===== config.mk =====
export PLATFORM = sky130hd
export DESIGN_NAME = ibex_instr_mem_responder
export DESIGN_NICKNAME = d
export VERILOG_FILES = /design/src/rtl/ibex_instr_mem_responder.sv
export SDC_FILE = /design/constraint.sdc
export NUM_CORES = 1
export LEC_CHECK = 0
export BUFFER_PORTS_ARGS = -buffer_cell sky130_fd_sc_hd__buf_2
export CORE_MARGIN = 1.5
export CORE_UTILIZATION = 45
export CTS_BUF_LIST = sky130_fd_sc_hd__clkbuf_4
export CTS_CLUSTER_DIAMETER = 200
export DETAILED_ROUTE_END_ITERATION = 12
export PLACE_DENSITY = 0.73
export SLEW_MARGIN = 20
export SYNTH_ARGS = -nofsm -noshare
export SYNTH_HDL_FRONTEND = slang
export SYNTH_SLANG_ARGS = --single-unit

===== constraint.sdc =====
create_clock -name clk -period 2.8 [get_ports clk]
set_input_delay 0.42 -clock clk [delete_from_list [all_inputs] [get_ports clk]]
set_output_delay 0.42 -clock clk [all_outputs]
set_load 0.1 [all_outputs]

===== src/rtl/ibex_instr_mem_responder.sv =====
`default_nettype none
// +----------------------------------------------------------------------------+
// | Module   : ibex_instr_mem_responder                                        |
// | Purpose  : Responder end of the instruction-fetch req/gnt/rvalid protocol. |
// |            Grants fetches under a stall policy and an outstanding limit,   |
// |            reads a synchronous single-port SRAM and returns words in       |
// |            grant order with a programmable minimum latency.                |
// | Options  : IBEX_IMEM_RAND_STALL_EN - LFSR-driven random grant/rvalid       |
// |            stalls; when undefined the timing is fully deterministic.       |
// | Revision : 1.0 - initial release                                           |
// +----------------------------------------------------------------------------+
module ibex_instr_mem_responder #(
   parameter int ADDR_W          = 12,
   parameter int MAX_OUTSTANDING = 2,
   parameter int GNT_STALL       = 0,
   parameter int RVALID_LATENCY  = 1
) (
   input  logic              clk,
   input  logic              rst_n,
   input  logic              instr_req_i,
   input  logic [31:0]       instr_addr_i,
   output logic              instr_gnt_o,
   output logic              instr_rvalid_o,
   output logic [31:0]       instr_rdata_o,
   output logic              mem_req_o,
   output logic [ADDR_W-1:0] mem_addr_o,
   input  logic [31:0]       mem_rdata_i,
   output logic              busy_o
);

   localparam int c_PTR_W   = (MAX_OUTSTANDING > 1) ? $clog2(MAX_OUTSTANDING) : 1;
   localparam int c_OCNT_W  = $clog2(MAX_OUTSTANDING + 1);
   localparam int c_LAT_W   = (RVALID_LATENCY > 1) ? $clog2(RVALID_LATENCY) : 1;
   localparam int c_STALL_W = (GNT_STALL > 0) ? $clog2(GNT_STALL + 1) : 1;

   localparam logic [c_PTR_W-1:0]   c_PTR_LAST  = c_PTR_W'(MAX_OUTSTANDING - 1);
   localparam logic [c_OCNT_W-1:0]  c_OUT_MAX   = c_OCNT_W'(MAX_OUTSTANDING);
   localparam logic [c_LAT_W-1:0]   c_LAT_LOAD  = c_LAT_W'(RVALID_LATENCY - 1);
   localparam logic [c_STALL_W-1:0] c_STALL_MAX = c_STALL_W'(GNT_STALL);

   // Response queue: one slot per outstanding request, written at wptr on
   // grant and retired from rptr on rvalid.
   logic [c_OCNT_W-1:0]      r_outstanding;
   logic [c_PTR_W-1:0]       r_wptr;
   logic [c_PTR_W-1:0]       r_rptr;
   logic [c_LAT_W-1:0]       r_lat  [MAX_OUTSTANDING];
   logic [31:0]              r_data [MAX_OUTSTANDING];
   logic [MAX_OUTSTANDING-1:0] r_dvld;

   // SRAM data lands one cycle after the grant; remember which slot it is for.
   logic                     r_cap_pending;
   logic [c_PTR_W-1:0]       r_cap_ptr;

   logic [31:0]              r_rdata_hold;

   logic                     w_stall_ok;
   logic                     w_out_ok;
   logic                     w_rand_gnt_ok;
   logic                     w_rand_rv_ok;
   logic                     w_gnt;
   logic                     w_head_has_data;
   logic                     w_head_ready;
   logic                     w_pop;
   logic [31:0]              w_head_data;
   logic                     w_unused;

   function automatic logic [c_PTR_W-1:0] f_next_ptr(input logic [c_PTR_W-1:0] p);
      return (p == c_PTR_LAST) ? '0 : p + 1'b1;
   endfunction

   // Word index only; byte offset and high address bits are ignored.
   assign w_unused = ^{instr_addr_i[31:ADDR_W+2], instr_addr_i[1:0]};

   // ------------------------------------------------------------------------
   // Grant stall counter
   // ------------------------------------------------------------------------
   if (GNT_STALL > 0) begin : g_stall
      logic [c_STALL_W-1:0] r_stall_cnt;

      // Count held-but-ungranted request cycles, saturating at GNT_STALL.
      always_ff @(posedge clk or negedge rst_n) begin
         if (!rst_n) begin
            r_stall_cnt <= '0;
         end else if (!instr_req_i || w_gnt) begin
            r_stall_cnt <= '0;
         end else if (r_stall_cnt != c_STALL_MAX) begin
            r_stall_cnt <= r_stall_cnt + 1'b1;
         end
      end

      assign w_stall_ok = (r_stall_cnt >= c_STALL_MAX);
   end else begin : g_no_stall
      assign w_stall_ok = 1'b1;
   end

   // ------------------------------------------------------------------------
   // Optional random stall source
   // ------------------------------------------------------------------------
`ifdef IBEX_IMEM_RAND_STALL_EN
   logic [15:0] r_lfsr;

   // Fibonacci LFSR, taps 16/14/13/11, free-running from a fixed seed.
   always_ff @(posedge clk or negedge rst_n) begin
      if (!rst_n) begin
         r_lfsr <= 16'hACE1;
      end else begin
         r_lfsr <= {r_lfsr[14:0], r_lfsr[15] ^ r_lfsr[13] ^ r_lfsr[12] ^ r_lfsr[10]};
      end
   end

   assign w_rand_gnt_ok = (r_lfsr[1:0] != 2'b00);
   assign w_rand_rv_ok  = (r_lfsr[3:2] != 2'b00);
`else
   assign w_rand_gnt_ok = 1'b1;
   assign w_rand_rv_ok  = 1'b1;
`endif

   // ------------------------------------------------------------------------
   // Grant and response selection
   // ------------------------------------------------------------------------
   // A pop in this cycle is deliberately not counted: no full bypass.
   assign w_out_ok = (r_outstanding < c_OUT_MAX);
   assign w_gnt    = instr_req_i & w_stall_ok & w_out_ok & w_rand_gnt_ok;

   // Head data is either already stored or arriving from the SRAM right now.
   assign w_head_has_data = r_dvld[r_rptr] | (r_cap_pending & (r_cap_ptr == r_rptr));
   assign w_head_data     = r_dvld[r_rptr] ? r_data[r_rptr] : mem_rdata_i;
   assign w_head_ready    = (r_outstanding != '0) & (r_lat[r_rptr] == '0) & w_head_has_data;
   assign w_pop           = w_head_ready & w_rand_rv_ok;

   assign instr_gnt_o    = w_gnt;
   assign instr_rvalid_o = w_pop;
   assign instr_rdata_o  = w_pop ? w_head_data : r_rdata_hold;
   assign mem_req_o      = w_gnt;
   assign mem_addr_o     = instr_addr_i[ADDR_W+1:2];
   assign busy_o         = (r_outstanding != '0);

   // ------------------------------------------------------------------------
   // Sequential state
   // ------------------------------------------------------------------------
   // Track occupancy and advance queue pointers on grant / pop.
   always_ff @(posedge clk or negedge rst_n) begin
      if (!rst_n) begin
         r_outstanding <= '0;
         r_wptr        <= '0;
         r_rptr        <= '0;
      end else begin
         case ({w_gnt, w_pop})
            2'b10:   r_outstanding <= r_outstanding + 1'b1;
            2'b01:   r_outstanding <= r_outstanding - 1'b1;
            default: r_outstanding <= r_outstanding;
         endcase
         if (w_gnt) r_wptr <= f_next_ptr(r_wptr);
         if (w_pop) r_rptr <= f_next_ptr(r_rptr);
      end
   end

   // Remember the slot whose SRAM data arrives in the next cycle.
   always_ff @(posedge clk or negedge rst_n) begin
      if (!rst_n) begin
         r_cap_pending <= 1'b0;
         r_cap_ptr     <= '0;
      end else begin
         r_cap_pending <= w_gnt;
         r_cap_ptr     <= r_wptr;
      end
   end

   // Per-slot latency countdown and data-valid flag.
   always_ff @(posedge clk or negedge rst_n) begin
      if (!rst_n) begin
         for (int i = 0; i < MAX_OUTSTANDING; i++) begin
            r_lat[i] <= '0;
         end
         r_dvld <= '0;
      end else begin
         for (int i = 0; i < MAX_OUTSTANDING; i++) begin
            if (w_gnt && (r_wptr == c_PTR_W'(i))) begin
               r_lat[i]  <= c_LAT_LOAD;
               r_dvld[i] <= 1'b0;
            end else begin
               if (r_lat[i] != '0) r_lat[i] <= r_lat[i] - 1'b1;
               if (r_cap_pending && (r_cap_ptr == c_PTR_W'(i))) r_dvld[i] <= 1'b1;
            end
         end
      end
   end

   // Capture SRAM read data into its slot; payload needs no reset.
   always_ff @(posedge clk) begin
      for (int i = 0; i < MAX_OUTSTANDING; i++) begin
         if (r_cap_pending && (r_cap_ptr == c_PTR_W'(i))) r_data[i] <= mem_rdata_i;
      end
   end

   // Keep the last returned word visible while rvalid is low.
   always_ff @(posedge clk or negedge rst_n) begin
      if (!rst_n) begin
         r_rdata_hold <= '0;
      end else if (w_pop) begin
         r_rdata_hold <= w_head_data;
      end
   end

endmodule
`default_nettype wire

==> flow_summary.toml, run 1 <==
[status]
status = "finished, final reports clean"

[clock_network]
cts-htree-levels = 3
insertion_delay_ns = 0.43
clk_pin_slew_ns = 0.17
cts_buffers = 9
cts_root_buf = "clkbuf_4"
clockBufferDepth = 2
cts_tree = "done"
cts.sinks = 104

[min_path]
whs_path_depth = 1
min_from = "mem_rdata_i[5]"
min_to = "r_data[0][5]$_DFFE_PP_"
hp-class = "primary input to register"

[synth]
synth_fa_ha_area_frac = 0.002900
synthTopCellsByArea = "edfxtp_1, dfrtp_1, mux2i_1"
ys_seq_elements = 104
synthesis.area_um2 = 4314
yosysUniqueCellTypes = 21
synth_top_area_share = 0.4455
yosysWarningCount = 0
synth-xor-area-share = 0.008121
syn_avg_cell_area_um2 = 13.92
synthMuxAreaShare = 0.1537
synthSimpleGateAreaFrac = 0.03770
syn-num-nets = 378
synth_compound_area_frac = 0.04785
synth_top_family_by_area = "multiplexers"
synth_area_leader_cell = "edfxtp_1"
syn_inst = 310
ys_seq_area_frac = 0.6775

[global_route]
grt_usage = 0.1711
grt_antenna_before_repair = 0
grt_pass1_vias = 2785
grt_first_pass_wirelength_um = 13090
grt_overflow = 0
grt_max_degree = 41

[detailed_routing]
drc_errors = 0
drt-total-wl_um = 8073
routed_via_density = 4.881
antenna_left = 0
route.vias.total = 2499
drtIter0Drc = 115
firstDrtPassIters = 4
routedWlPerCell_um = 15.77

[final_layout]
final_util = 0.6268
areaGrowthSynthToFinish_pct = 34.89
design_area_um2 = 5819
final_cell_mix = "edfxtp_1, dfrtp_1, buf_2"
drive_above_1_share = 0.3577
fin_nets = 446
final_common_cell = "edfxtp_1"
fillCellCount = 725
fin_cells = 512
num_antenna_cells = 0

[placement]
place_congestion = 0.7122
port_buffers = 70
dpl.cell_count = 493
placed_area_um2 = 5617
dpl.hpwl_um = 5306

[floorplan]
io_pins = 115
die_w_um = 100.9
dieArea_um2 = 10180
die_h_um = 100.9
rows = 35
core_region_area_um2 = 9284
initial_core_util = 0.4647

[timing]
hold_viol = 0
rsz0062_at_grt = "true"
worst_slew_pin_slew_ns = 0.6837
whs_ns = 0.1700
relSlewSlack = 0.5442
max_clock_freq_mhz = 373.1
setup_viol_count_final = 0
fin_crit_ns = 2.680
fin_worst_skew_ns = 0.02663
finalCritPeriodShare = 0.9573
finalMaxSlewViolations = 0

[critical_path]
critical_path_class = "register to output port"
reg2reg_to = "r_outstanding[1]$_DFFE_PN0P_"
reg2regPathDepth = 8
startpoint = "r_cap_ptr$_DFF_PN0_"
r2r_start = "r_cap_ptr$_DFF_PN0_"
critPathLaunchType = "register"
r2r_slack_ns = 0.82
worst_setup_path_end_kind = "output port"
path_max_fanout = 11
arrival_ns = 2.26
cp.required_ns = 2.38

[flow_run]
drv_cap = 0
==> state kept, by name, indices dropped and copies added (netlist names) <==
| register | flops |
|---|---|
| r_data | 64 |
| r_rdata_hold | 32 |
| r_dvld | 2 |
| r_outstanding | 2 |
| r_cap_pending | 1 |
| r_cap_ptr | 1 |
| r_rptr | 1 |
| r_wptr | 1 |
==> what timing repair did <==
| item | CTS | global route |
|---|---|---|
| endpoints found under the setup margin | 14 | 32 |
| gates resized for setup | 1 | 10 |
| endpoints found under the hold margin | 17 | 0 |
| pin swaps | 1 | 1 |
| buffers inserted | 0 | 1 |
| hold buffers | 1 | 0 |
| gates cloned | 0 | 1 |
==> kinds of logic after synthesis <==
group                    after synthesis
adder cells (fa/ha/maj)                1
buffers and inverters                 60
AND/OR/NAND/NOR                       39
XOR/XNOR                               4
AO/OA/AOI/OAI                         37
flip-flops                           104
multiplexers                          65
==> stage by stage <==
step | worst slack [ns] | setup TNS, ns
2_1_floorplan | -0.2497 | -5.297
3_3_place_gp | 0.4702 | 0
3_5_place_dp | 0.4182 | 0
4_1_cts | -0.01057 | -0.01057
5_1_grt | -0.02693 | -0.2628
6_report | 0.1196 | 0
==> synthesized netlist by cell type <==
library cell / instances
edfxtp_1: 64
buf_2: 9
mux2i_4: 1
xor2_1: 1
mux2i_1: 64
nor2b_2: 1
inv_1: 34
a211oi_4: 1
and2_1: 1
o21ai_0: 1
buf_6: 3
nor3_2: 1
buf_4: 14
o31ai_1: 1
a21oi_1: 33
o22a_1: 1
dfrtp_1: 40
xnor2_1: 3
nor2_1: 35
nor2b_1: 1
ha_1: 1
==> how the worst max path moves through the flow <==
stage	slack [ns]	endpoint	cells after the start
after detailed placement	0.42	instr_rdata_o[12]	6
after global routing	-0.03	instr_rdata_o[11]	7
after floorplan	-0.25	instr_rdata_o[21]	4
after CTS	-0.01	instr_rdata_o[21]	6
after global placement	0.47	instr_rdata_o[12]	6
final	0.12	instr_rdata_o[20]	7
==> layout make-up <==
cell class	count	area (µm²)	share of cell area
inverter	34	127.6	0.02193
multi-input combinational	146	1496	0.2571
clock buffer	9	67.56	0.01161
timing repair buffer	83	991.0	0.1703
clock inverter	7	51.30	0.008815
sequential	104	2924	0.5025
tap	129	161.4	0.02774
==> worst max-delay path, cell delays in order, from the launching register on <==
cell and delay, ns:
dfrtp_1 0.42, and2_4 0.15, nor2_1 0.08, a211oi_4 0.25, buf_6 0.16, buf_8 0.24
mux2i_4 0.31, buf_12 0.20
==> per-layer routing <==
layer  global-route usage  up-vias  wire [µm]
met5                    0        -          0
met4              0.06517        0         79
met3              0.04646        8        366
met2               0.2890       56       4121
met1               0.2111     1229       3505
li1                     -     1206          -
Power of run 1 is left out: the tool's default activity adds up to more than one toggle a clock period on the data nets, which glitch-free logic cannot reach.
==> run 2, diff against run 1 <==
- ABC_AREA: default -> 1
- CORE_UTILIZATION: 45 -> 48
- CTS_BUF_LIST: sky130_fd_sc_hd__clkbuf_4 -> sky130_fd_sc_hd__clkbuf_2 sky130_fd_sc_hd__clkbuf_4 sky130_fd_sc_hd__clkbuf_8
- PLACE_DENSITY: 0.73 -> 0.76
==> run 2 against run 1 <==
Net effect: area after synthesis increased by 4.3%; worst setup slack better by 0.059 ns; wire length increased by 18%; register-to-register slack lost 0.06 ns; maximum frequency up 2.2%; critical path type unchanged; largest cell class unchanged; highest routed layer unchanged.
==> flow_summary.toml, run 2 <==
[critical_path]
reg2regPathDepth = 8
cp.required_ns = 2.38
reg2reg_to = "r_outstanding[1]$_DFFE_PN0P_"
cp_cell_sequence = "inv_4 -> nand3_2 -> nand3_2 -> nand2_1 -> nand2_1 -> buf_12"
arrival_ns = 2.20
startpoint = "r_rptr$_DFFE_PN0N_"
worst_setup_path_end_kind = "output port"
path_max_fanout = 33
critPathLaunchType = "register"
critical_path_class = "register to output port"
slowest_stage = "nand3_2"
r2r_slack_ns = 0.76
max_stage_delay_ns = 0.57
r2r_start = "r_rptr$_DFFE_PN0N_"

[detailed_routing]
drt-met1-wl_um = 3964
antenna_left = 0
wl_met2_um = 4952
route.vias.total = 3171
drc_errors = 0
drtIter0Drc = 90
routed_via_density = 5.002
firstDrtPassIters = 4
met3_length_um = 497
drt-total-wl_um = 9488
routedWlPerCell_um = 14.97
top_layer_used = "met4"

[synth]
synth_top_area_share = 0.4271
syn_inst = 465
synth_edf_count = 64
ys.flop_type = "edfxtp_1"
synthesis.area_um2 = 4499
yosysUniqueCellTypes = 22
syn_avg_cell_area_um2 = 9.676
synthTopCellsByArea = "edfxtp_1, dfrtp_1, nand2_1"
yosysWarningCount = 0
ys_async_sr_fraction = 0.3846
yosysMostFrequentCell = "nand2_1"
synth_common_cells = "nand2_1, edfxtp_1, dfrtp_1"
ys_seq_elements = 104
synth_area_leader_cell = "edfxtp_1"
syn-num-nets = 533
ys_seq_area_frac = 0.6496

[global_route]
grt_usage = 0.2040
grt_max_degree = 41
grt_antenna_before_repair = 0
grt_first_pass_wirelength_um = 15730
grt_overflow = 0
grt_pass1_vias = 3262

[flow_run]
drv_cap = 0

[final_layout]
fillCellCount = 774
fin_cells = 634
design_area_um2 = 5493
reg_top3 = "r_data (64), r_rdata_hold (32)"
fin_nets = 585
final_cell_mix = "nand2_1, edfxtp_1, dfrtp_1"
areaGrowthSynthToFinish_pct = 22.08
regMostFlops = "r_data"
largest_reg_flops = 64
final_common_cell = "nand2_1"
drive_above_1_share = 0.2011

[power]
power_frac_comb = 0.028
power.switching_uw = 597.6
ir_drop_mv = 0.3472
internal_power_mw = 1.999
power_leakage_nw = 2.513
seq_power_share = 0.627
clkPwrFrac = 0.344
swShare = 0.2302
cellPowerDensity_nw_per_um2 = 472.8

[clock_network]
hold_buffers = 0
cts.sinks = 104
clockBufferDepth = 2
cts-htree-levels = 3
insertion_delay_ns = 0.37
post_cts.repair.setup_buffers = 0
cts_buffers = 9
post_cts_resized = 0
clk_pin_slew_ns = 0.11
cts_root_buf = "clkbuf_8"
cts_tree = "done"

[timing]
finalCritPeriodShare = 0.9362
hold_viol = 0
tns_ns = 0
max_clock_freq_mhz = 381.5
finalMaxSlewViolations = 0
relSlewSlack = 0.5016
setup_viol_count_final = 0
rsz0062_at_grt = "false"
fin_crit_ns = 2.621
worst_slew_pin_slew_ns = 0.7467
fin_worst_skew_ns = 0.01098

[placement]
dpl.hpwl_um = 5786
port_buffers = 70
place_congestion = 0.7506
placed_area_um2 = 5300
dpl.cell_count = 617

[floorplan]
core_region_area_um2 = 9153
io_pins = 115
initial_core_util = 0.4916
die_h_um = 99.82
rows = 35
die_w_um = 99.82
dieArea_um2 = 9963

[min_path]
hp-class = "primary input to asynchronous set/reset pin"

[status]
status = "finished, final reports clean"
[run 2: cell types whose count changed after synthesis, sizes merged, moves of 2 or more]
cell	delta
xnor2	-2
nor2b	-2
or2	+2
nor2	-34
nand2	+270
nand3	+35
buf	+9
mux2i	-65
a21oi	-32
inv	-22
[run 2: how the worst max path moves through the flow]
stage / endpoint / slack, ns / depth (start not counted)
3_3_place_gp: instr_rdata_o[21] / 0.63 / 6
4_1_cts: instr_rdata_o[25] / 0.12 / 6
6_report: instr_rdata_o[25] / 0.18 / 6
3_5_place_dp: instr_rdata_o[25] / 0.55 / 6
2_1_floorplan: instr_rdata_o[10] / 0.28 / 6
5_1_grt: instr_rdata_o[9] / 0.003 / 6
[run 2: cell type report]
cell class                      instances  area (µm²)  area share
Sequential cell                       104        2923      0.5321
Clock inverter                          7       63.81     0.01162
Clock buffer                            9       123.9     0.02255
Multi-Input combinational cell        314        1300      0.2367
Timing Repair Buffer                   76       893.4      0.1626
Antenna cell                            1       2.502   0.0004556
Inverter                               12       47.55    0.008656
Tap cell                              111       138.9     0.02528
[run 2: cells by family (layout without fill, tap and decap cells)]
family	count (synthesis)	in the layout	share of synthesized area
AOI/OAI and AO/OA	3	3	0.003614
DFF	104	104	0.6496
buffers and inverters	47	104	0.06146
xor gates and xnor gates	2	2	0.003894
and+or+nand+nor	308	308	0.2786
other	0	1	0
adders and majority gates	1	1	0.002780
[run 2: per-stage QoR]
| stage | hold slack, ns | power (mW) | util | setup WS, ns |
|---|---|---|---|---|
| 2_1_floorplan | 0.1244 | 1.766 | - | 0.2814 |
| 3_3_place_gp | 0.3829 | 1.732 | 0.5791 | 0.6335 |
| 3_5_place_dp | 0.4195 | 1.737 | 0.5791 | 0.5492 |
| 4_1_cts | 0.2315 | 2.613 | 0.5996 | 0.1177 |
| 5_1_grt | 0.06753 | 2.676 | 0.5999 | 0.002643 |
| 6_report | 0.03228 | 2.597 | 0.6001 | 0.1785 |
[run 2: power by group through the flow]
stage	Clock, mW	Combinational, mW	Sequential [mW]
6_report	0.894	0.0737	1.63
5_1_grt	0.963	0.0844	1.63
4_1_cts	0.910	0.0745	1.63
3_5_place_dp	0	0.0744	1.66
3_3_place_gp	0	0.0695	1.66
2_1_floorplan	0	0.103	1.66
[run 2: critical path: cells and delay by family (launching register included)]
family                 cells  cell delay, ns
buffers and inverters      2            0.27
DFF                        1            0.48
and+or+nand+nor            4            1.06
[run 2: layer usage]
| metal | up-vias | GRT usage |
|---|---|---|
| met2 | 85 | 0.3616 |
| met4 | 0 | 0.04659 |
| li1 | 1578 | - |
| met1 | 1500 | 0.2520 |
| met5 | - | 0 |
| met3 | 8 | 0.05223 |
(Power assumes the default switching activity.)
